<file path="src/rtl/dmem_arb_pkg.sv">
// Shared types and helpers for the data-memory arbiter.
// Optional feature macro used by the top: DMEM_ARBITER_PERF_EN.
package dmem_arb_pkg;

  typedef enum logic [1:0] {
    ARB_IDLE   = 2'd0,
    ARB_ISSUED = 2'd1,
    ARB_WAIT   = 2'd2
  } arb_state_t;

  localparam logic [1:0] MEM_BYTE = 2'd0;
  localparam logic [1:0] MEM_HALF = 2'd1;
  localparam logic [1:0] MEM_WORD = 2'd2;

  // True when the memory needs its extra cycle for this size/alignment.
  function automatic logic is_unaligned(input logic [2:0] mode, input logic [1:0] addr_lo);
    logic v;
    v = 1'b0;
    case (mode[1:0])
      MEM_HALF: v = (addr_lo == 2'd3);
      MEM_WORD: v = (addr_lo != 2'd0);
      default:  v = 1'b0;
    endcase
    return v;
  endfunction

endpackage

</file>
<file path="src/rtl/dmem_arb_prio.sv">
// Winner selection and starvation counter for the data-memory arbiter.
// m0 has priority; after STARVE_LIMIT consecutive m0 grants with m1 waiting,
// the next grant goes to m1.
module dmem_arb_prio
  import dmem_arb_pkg::*;
#(
  parameter int STARVE_LIMIT = 8
) (
  input  logic clk,
  input  logic reset_n,
  input  logic i_m0_req,
  input  logic i_m1_req,
  input  logic i_issue_ok,
  output logic o_sel_m1,
  output logic o_grant_valid
);

  localparam logic [7:0] LIMIT = 8'(STARVE_LIMIT);

  logic [7:0] r_scnt;

  // Pick the winner and decide whether a grant happens this cycle.
  always_comb begin
    o_grant_valid = i_issue_ok & (i_m0_req | i_m1_req);
    o_sel_m1      = i_m1_req & (~i_m0_req | (r_scnt == LIMIT));
  end

  // Count m0 grants made while m1 is kept waiting; saturate at the limit.
  always_ff @(posedge clk) begin
    if (!reset_n) begin
      r_scnt <= 8'd0;
    end else if (!i_m1_req) begin
      r_scnt <= 8'd0;
    end else if (o_grant_valid && o_sel_m1) begin
      r_scnt <= 8'd0;
    end else if (o_grant_valid && (r_scnt != LIMIT)) begin
      r_scnt <= r_scnt + 8'd1;
    end else begin
      r_scnt <= r_scnt;
    end
  end

endmodule

</file>
<file path="src/rtl/dmem_arbiter.sv">
// Two-requester arbiter in front of the memory data port.
// Optional macro DMEM_ARBITER_PERF_EN adds grant and wait-cycle counters.
module dmem_arbiter
  import dmem_arb_pkg::*;
#(
  parameter int STARVE_LIMIT   = 8,
  parameter int M1_ALLOW_WRITE = 1
) (
  input  logic        clk,
  input  logic        reset_n,
  input  logic        m0_req,
  input  logic        m0_we,
  input  logic [31:0] m0_addr,
  input  logic [31:0] m0_wdata,
  input  logic [2:0]  m0_mode,
  input  logic        m1_req,
  input  logic        m1_we,
  input  logic [31:0] m1_addr,
  input  logic [31:0] m1_wdata,
  input  logic [2:0]  m1_mode,
  output logic        m0_gnt,
  output logic        m1_gnt,
  output logic        m0_done,
  output logic        m1_done,
  output logic [31:0] m0_rdata,
  output logic [31:0] m1_rdata,
  output logic        m1_err,
  output logic [31:0] mem_address,
  output logic        mem_enable,
  output logic        mem_read_enable,
  output logic        mem_write_enable,
  output logic [31:0] mem_write_data,
  output logic [2:0]  mem_read_mode,
  output logic [2:0]  mem_write_mode,
  input  logic [31:0] mem_read_data,
  input  logic        mem_wait
`ifdef DMEM_ARBITER_PERF_EN
  ,
  output logic [31:0] perf_m0_grants,
  output logic [31:0] perf_m1_grants,
  output logic [31:0] perf_wait_cycles
`endif
);

  arb_state_t r_state;
  arb_state_t w_state_nxt;
  logic       r_owner;
  logic       r_err_pend;
  logic       r_ready;
  logic       w_issue_ok;
  logic       w_sel_m1;
  logic       w_grant_valid;
  logic       w_complete;
  logic       w_squash;
  logic       w_eff_we;

  // A new access may start when idle or when the outstanding one finishes now.
  // r_ready keeps everything quiet for the first cycle after reset.
  always_comb begin
    if (!reset_n || !r_ready) begin
      w_issue_ok = 1'b0;
    end else if (r_state == ARB_IDLE) begin
      w_issue_ok = 1'b1;
    end else begin
      w_issue_ok = ~mem_wait;
    end
  end

  dmem_arb_prio #(
    .STARVE_LIMIT (STARVE_LIMIT)
  ) u_prio (
    .clk           (clk),
    .reset_n       (reset_n),
    .i_m0_req      (m0_req),
    .i_m1_req      (m1_req),
    .i_issue_ok    (w_issue_ok),
    .o_sel_m1      (w_sel_m1),
    .o_grant_valid (w_grant_valid)
  );

  // Next-state logic and completion detection.
  always_comb begin
    w_state_nxt = r_state;
    w_complete  = 1'b0;
    case (r_state)
      ARB_IDLE: begin
        w_state_nxt = ARB_IDLE;
      end
      ARB_ISSUED, ARB_WAIT: begin
        if (mem_wait) begin
          w_state_nxt = ARB_WAIT;
        end else begin
          w_complete  = reset_n;
          w_state_nxt = ARB_IDLE;
        end
      end
      default: begin
        w_state_nxt = ARB_IDLE;
      end
    endcase
    if (w_grant_valid) begin
      w_state_nxt = ARB_ISSUED;
    end else begin
      w_state_nxt = w_state_nxt;
    end
  end

  // Drive the memory port from the winner and route completion to the owner.
  always_comb begin
    m0_gnt           = 1'b0;
    m1_gnt           = 1'b0;
    mem_enable       = 1'b0;
    mem_read_enable  = 1'b0;
    mem_write_enable = 1'b0;
    mem_address      = 32'd0;
    mem_write_data   = 32'd0;
    mem_read_mode    = 3'd0;
    mem_write_mode   = 3'd0;
    // m1 writes become reads when m1 is not trusted to write.
    w_squash = w_sel_m1 & m1_we & (M1_ALLOW_WRITE == 0);
    w_eff_we = (w_sel_m1 ? m1_we : m0_we) & ~w_squash;
    if (w_grant_valid) begin
      m0_gnt           = ~w_sel_m1;
      m1_gnt           = w_sel_m1;
      mem_enable       = 1'b1;
      mem_write_enable = w_eff_we;
      mem_read_enable  = ~w_eff_we;
      mem_address      = w_sel_m1 ? m1_addr  : m0_addr;
      mem_write_data   = w_sel_m1 ? m1_wdata : m0_wdata;
      mem_read_mode    = w_sel_m1 ? m1_mode  : m0_mode;
      mem_write_mode   = w_sel_m1 ? m1_mode  : m0_mode;
    end else begin
      m0_gnt = 1'b0;
    end
    m0_done  = w_complete & ~r_owner;
    m1_done  = w_complete & r_owner;
    m0_rdata = m0_done ? mem_read_data : 32'd0;
    m1_rdata = m1_done ? mem_read_data : 32'd0;
    m1_err   = m1_done & r_err_pend;
  end

  // State, owner and squash flag registers.
  always_ff @(posedge clk) begin
    if (!reset_n) begin
      r_state    <= ARB_IDLE;
      r_owner    <= 1'b0;
      r_err_pend <= 1'b0;
      r_ready    <= 1'b0;
    end else begin
      r_state <= w_state_nxt;
      r_ready <= 1'b1;
      if (w_grant_valid) begin
        r_owner    <= w_sel_m1;
        r_err_pend <= w_squash;
      end else begin
        r_owner    <= r_owner;
        r_err_pend <= r_err_pend;
      end
    end
  end

`ifdef DMEM_ARBITER_PERF_EN
  logic [31:0] r_perf_m0;
  logic [31:0] r_perf_m1;
  logic [31:0] r_perf_wait;

  // Free-running, wrapping grant and wait-cycle counters.
  always_ff @(posedge clk) begin
    if (!reset_n) begin
      r_perf_m0   <= 32'd0;
      r_perf_m1   <= 32'd0;
      r_perf_wait <= 32'd0;
    end else begin
      r_perf_m0   <= r_perf_m0 + {31'd0, m0_gnt};
      r_perf_m1   <= r_perf_m1 + {31'd0, m1_gnt};
      r_perf_wait <= r_perf_wait + {31'd0, (r_state == ARB_WAIT)};
    end
  end

  assign perf_m0_grants   = r_perf_m0;
  assign perf_m1_grants   = r_perf_m1;
  assign perf_wait_cycles = r_perf_wait;
`endif

endmodule

</file>
<file path="config.mk">
export PLATFORM = sky130hd
export DESIGN_NAME = dmem_arbiter
export DESIGN_NICKNAME = d
export VERILOG_FILES = /design/src/rtl/dmem_arb_pkg.sv /design/src/rtl/dmem_arb_prio.sv /design/src/rtl/dmem_arbiter.sv
export SDC_FILE = /design/constraint.sdc
export NUM_CORES = 1
export LEC_CHECK = 0
export CORE_AREA = 3 3 122 124
export DETAILED_ROUTE_END_ITERATION = 8
export DIE_AREA = 0 0 125 127
export SLEW_MARGIN = 5
export SYNTH_ARGS = -nofsm -noshare
export SYNTH_HDL_FRONTEND = slang
export SYNTH_HIERARCHICAL = 1
export SYNTH_SLANG_ARGS = --single-unit
</file>
<file path="constraint.sdc">
create_clock -name clk -period 5.41 [get_ports clk]
set_input_delay 0.541 -clock clk [delete_from_list [all_inputs] [get_ports clk]]
set_output_delay 0.541 -clock clk [all_outputs]
set_load 0.005 [all_outputs]
</file>
# Yosys cells after proc, flatten, opt, wreduce, memory -nomap -nowiden
# Index checks and enable logic that the tools add are counted.
# op_classes
eq_ne	4
n_bitwise	14
mux	22
addsub	1
reduce_logical	9
# ops
operator	n
32-bit 2-to-1 mux	6
1-bit 2-to-1 mux	13
8-bit by 1-bit adder with 8-bit output, second input constant	1
8-bit by 4-bit equality test with 1-bit output, second input constant	1
8-bit by 4-bit inequality test with 1-bit output, second input constant	1
1-bit NOT	8
3-bit 2-to-1 mux	2
3-bit OR reduction	2
1-bit bitwise AND	4
2-bit by 1-bit equality test with 1-bit output, second input constant	1
2-bit equality test, second input constant	1
1-bit logical AND	2
1-bit logical NOT	2
2-bit logical NOT	1
2-bit 2-to-1 mux	1
1-bit OR	2
2-bit OR reduction	1
1-bit logical OR	1
# word_totals
elab_cells	55
reg_bits	12
inputBits	173
out_inout_bits	142

# Logic depth before layout (Yosys ltp)
# logic_depth
word_depth	6
depth_mapped	10
mapped_depth_nobuf	8

# Modules after synthesis
# The synthesis kept the hierarchy.
# by_module_without_submodules
module	seq_area_each_um2	cells_per_inst	area_per_inst_um2	instances
dmem_arbiter	80.1	256	1954.4	1
dmem_arb_prio	160.2	48	451.7	1

# Worst setup path after synthesis
# OpenSTA, ideal clock, no wires.
# synth_timing
path_kind	reg2out
startpoint	reg u_prio.r_scnt[0]
endpoint	out mem_write_mode[0]
path_stages_with_launch	11
arrival_time_ns	1.731
required_ns	4.869
path_buffers	3
slack_ns	3.138
cell_sequence	dfxtp_1 > inv_1 > ha_1 > nor4b_4 > a21boi_2 > nor2b_1 > buf_6 > buf_6 > mux2i_1 > nor2b_1 > buf_4
# synth_via
elab_chain_len	5
# synth_rtl
item	line	text
start, declared	dmem_arb_prio.sv:20	logic [7:0] r_scnt;
start signal, assigned	dmem_arb_prio.sv:37	r_scnt <= r_scnt + 8'd1;
start signal, assigned	dmem_arb_prio.sv:39	r_scnt <= r_scnt;
8-bit by 4-bit equality test with 1-bit output	dmem_arb_prio.sv:25	o_sel_m1 = i_m1_req & (~i_m0_req | (r_scnt == LIMIT));
1-bit OR	dmem_arb_prio.sv:25	
1-bit bitwise AND	dmem_arb_prio.sv:25	
via w_sel_m1	dmem_arbiter.sv:51	logic w_sel_m1;
3-bit 2-to-1 mux (2 in series)	--	
end, declared	dmem_arbiter.sv:34	output logic [2:0] mem_write_mode,
# The timed path passes the listed nets, and every way through them passes these cells.

# Final worst setup path
# layout_timing
startpoint	reg u_prio.r_scnt[0]
endpoint	out mem_read_enable
# layout_via
elab_chain_len	6
# layout_rtl
item	line	text
8-bit by 4-bit equality test with 1-bit output	dmem_arb_prio.sv:25	
1-bit OR	dmem_arb_prio.sv:25	
1-bit bitwise AND	dmem_arb_prio.sv:25	
via w_sel_m1	dmem_arbiter.sv:51	
1-bit 2-to-1 mux	dmem_arbiter.sv:121	w_eff_we = (w_sel_m1 ? m1_we : m0_we) & ~w_squash;
1-bit NOT	dmem_arbiter.sv:127	mem_read_enable = ~w_eff_we;
1-bit 2-to-1 mux	dmem_arbiter.sv:122	if (w_grant_valid) begin
end, declared	dmem_arbiter.sv:30	output logic mem_read_enable,
# The timed path passes the listed nets, and every way through them passes these cells.

==> impl_metrics.sql <==
INSERT INTO impl_metrics (metric_group, metric, value, unit) VALUES
('synth', 'synth_cells', '304', ''),
('power', 'seq_power_share', '0.179', ''),
('clock_tree', 'cts_hold_buf', '0', ''),
('sta', 'rsz0062_at_grt', 'no', ''),
('sta', 'maxClockFrequency', '0.2620', 'GHz'),
('synth', 'post_synth_main_area_contributors', 'mux2i_1, nor2b_1, and3_1', ''),
('power', 'leakage', '2.262', 'nW'),
('synth', 'synth.largest_area_cell', 'mux2i_1', ''),
('worst_setup_path', 'timing.critical_path.required', '4.87', 'ns'),
('worst_setup_path', 'setup.worst_path.class', 'reg2out', ''),
('synth', 'synth_largest_type_area_fraction', '0.2871', ''),
('finish', 'layout.filler_cells', '1404', ''),
('drt', 'drt_wl_total', '12.90', 'mm'),
('synth', 'synth.yosys.warnings', '6', ''),
('sta', 'drv_slew', '0', ''),
('placement', 'hpwl', '10.91', 'mm'),
('sta', 'worst_hold_slack_across_all_endpoints', '0.5481', 'ns'),
('power', 'p_total', '0.5078', 'mW'),
('floorplan', 'floorplan.io_pins', '315', ''),
('outcome', 'run_status', 'finished, final reports clean', ''),
('finish', 'n_antenna_cell', '0', ''),
('clock_tree', 'cts_tree', 'built', ''),
('global_routing', 'grt_use_total', '0.1464', ''),
('drt', 'drt-wirelength-per-cell', '16.75', 'µm'),
('finish', 'drive_above_1_share', '0.02712', ''),
('drt', 'via_count', '3197', ''),
('worst_setup_path', 'startpoint_type', 'flop', ''),
('synth', 'synthesis.area_per_instance', '7.915', 'µm²'),
('sta', 'skew', '0.003548', 'ns'),
('drt', 'drt_iter0_markers', '157', ''),
('sta', 'setup_viol_count_final', '0', ''),
('placement', 'port-buffer-count', '313', ''),
('power', 'switching_share', '0.2518', ''),
('clock_tree', 'clock_sink_count', '12', ''),
('worst_setup_path', 'worst_setup_path_end_kind', 'primary output', ''),
('synth', 'synthDistinctLibCells', '30', ''),
('clock_tree', 'cts-root-to-sink-buffers', '2', ''),
('drt', 'drt.antenna.violating_nets', '0', ''),
('drt', 'route.detailed.vias_per_inst', '4.152', ''),
('finish', 'finish.net_count', '768', ''),
('clock_tree', 'post_cts_resized', '0', ''),
('global_routing', 'grt_first_pass_wirelength', '18.80', 'mm'),
('global_routing', 'grt-ovfl-total', '0', ''),
('min_path', 'hold_path.class', 'reg2reg', ''),
('power', 'power.share.clock', '0.258', ''),
('sta', 'layout_min_cycle_time', '3.817', 'ns'),
('floorplan', 'starting_density', '0.1733', ''),
('synth', 'synth_seq_cells', '12', ''),
('placement', 'gp_congestion', '0.8458', ''),
('clock_tree', 'insertion_delay', '0.24', 'ns'),
('flow_run', 'max_cap_violations', '0', ''),
('synth', 'synth-seq-area-share', '0.09984', ''),
('finish', 'layout_utilization', '0.4065', ''),
('sta', 'worst_slew_margin_relative_to_its_limit', '0.2833', ''),
('finish', 'area_growth_syn_to_layout', '134.5', '%'),
('clock_tree', 'htreeDepth', '1', ''),
('synth', 'synth.net_count', '480', ''),
('floorplan', 'placement_rows', '43', ''),
('floorplan', 'die_w', '125', 'µm'),
('clock_tree', 'clock-root-buffer', 'clkbuf_16', ''),
('drt', 'drtPass1Iterations', '4', ''),
('power', 'internal_power', '0.3800', 'mW'),
('synth', 'syn_area', '0.002406', 'mm²'),
('floorplan', 'die-height', '127', 'µm'),
('floorplan', 'die_area', '0.01588', 'mm²'),
('worst_setup_path', 'critical_path_arrival', '3.28', 'ns'),
('worst_setup_path', 'timing.critical_path.fanout_max', '21', ''),
('sta', 'setup-tns-final', '0', 'ns'),
('clock_tree', 'clock_slew_at_the_register_clock_pins_of_the_worst_setup_and_hold_paths', '0.04', 'ns'),
('global_routing', 'number_of_global_route_vias_before_repair', '3275', ''),
('sta', 'hold_violation_count_in_the_final_report', '0', ''),
('floorplan', 'design.core.area', '0.01388', 'mm²'),
('drt', 'drc', '0', ''),
('sta', 'period_share', '0.7055', ''),
('power', 'ir_drop', '0.08489', 'mV'),
('clock_tree', 'cts-buffers-inserted', '3', ''),
('power', 'switching_component_of_the_power', '0.1279', 'mW'),
('sta', 'worst_max_slew_pin_slew', '1.070', 'ns'),
('global_routing', 'antenna_found_initial', '0', ''),
('clock_tree', 'cts_setup_buffers', '0', ''),
('power', 'power_density', '89.99', 'mW/mm²'),
('power', 'power_frac_comb', '0.563', ''),
('global_routing', 'grt_max_degree', '67', '');
## logic make-up after synthesis
family | synth area share
AND/OR/NAND/NOR | 0.4295
adder cells (fa/ha/maj) | 0.01560
AO/OA/AOI/OAI | 0.03536
buffers and inverters | 0.1092
XOR/XNOR | 0.02184
other | 0.001559
multiplexers | 0.2871
flip-flops | 0.09984
## cell usage after synthesis
cell type  instances
conb_1             1
nor2b_4            1
clkbuf_1          13
o21a_1             2
buf_6             13
o211ai_1           1
nor2_1             9
nor4b_4            1
and2_2             1
and2_1             5
nor2b_1           71
o211ai_4           1
mux2i_1           69
nand2_1            5
nor3_1             2
inv_1              6
and4b_1            1
and3_1            64
a21boi_2           2
ha_1               3
a211o_1            1
xor2_1             1
dfxtp_1           12
buf_2              3
nor2b_2            1
nand4_1            3
xnor2_1            5
buf_4              4
a21oi_1            2
nor3b_2            1
## worst max-delay path: stages, from the launching register on
cell	delay, ns
dfxtp_1	0.36
inv_1	0.08
ha_1	0.16
nor4b_4	0.30
a21boi_2	0.16
nor2b_4	0.68
buf_4	0.37
mux2i_1	0.24
and2_1	0.15
clkdlybuf4s50_1	0.53
## placed cells by master, fill, tap and decap left out, drive strengths merged, types with 3 or more instances in the layout
cell type        n
and2             6
and3            64
buf              3
clkbuf           3
clkdlybuf4s50  313
dfxtp           12
ha               3
inv              6
mux2i           69
nand2            5
nand4            3
nor2             9
nor2b           73
xnor2            5
## state kept, by name (all words and copies together), names as in the netlist
signal,flops
r_state,2
r_owner,1
u_prio/r_scnt,8
r_ready,1
## power by group through the flow
stage	sequential [mW]	clock, mW	combinational, mW
floorplan	0.0922	0	0.0977
global placement	0.0923	0	0.285
detailed placement	0.0924	0	0.287
CTS	0.0908	0.136	0.288
global route	0.0909	0.140	0.307
finish	0.0908	0.131	0.286
## per-layer routing
layer	GRT usage	vias to the layer above	routed length [µm]
li1	-	1613	-
met1	0.1697	1435	4984
met3	0.03554	12	850
met5	0	-	0
met4	0.02423	0	165
met2	0.2768	137	6900
## area by class of cell
cell class,count,area [µm²],area share
Sequential cell,12,240.2,0.04257
Clock buffer,3,75.07,0.01330
Multi-Input combinational cell,253,1912,0.3388
Timing Repair Buffer,316,3168,0.5614
Inverter,6,22.52,0.003991
Tap cell,180,225.2,0.03991
## path summary, 6_finish.rpt
check	start	end	slack, ns	cells after the start
worst min register to register	u_prio/r_scnt[3]$_SDFFE_PP0P_	u_prio/r_scnt[3]$_SDFFE_PP0P_	0.55	2
worst min-delay path	u_prio/r_scnt[3]$_SDFFE_PP0P_	u_prio/r_scnt[3]$_SDFFE_PP0P_	0.55	2
worst max-delay path	u_prio/r_scnt[0]$_SDFFE_PP0P_	mem_read_enable	1.59	9
worst max register to register	r_state[0]$_SDFF_PN0_	u_prio/r_scnt[1]$_SDFFE_PP0P_	2.92	9
## metrics by stage
| stage | instances | setup WS [ns] | area, µm² |
|---|---|---|---|
| 3_5_place_dp | 767 | 1.566 | 5568 |
| 6_report | 770 | 1.593 | 5643 |
| 3_3_place_gp | 767 | 1.604 | 5568 |
| 2_1_floorplan | 304 | 3.138 | 2406 |
| 4_1_cts | 770 | 1.533 | 5643 |
| 5_1_grt | 770 | 1.294 | 5643 |
(Power assumes the default switching activity.)
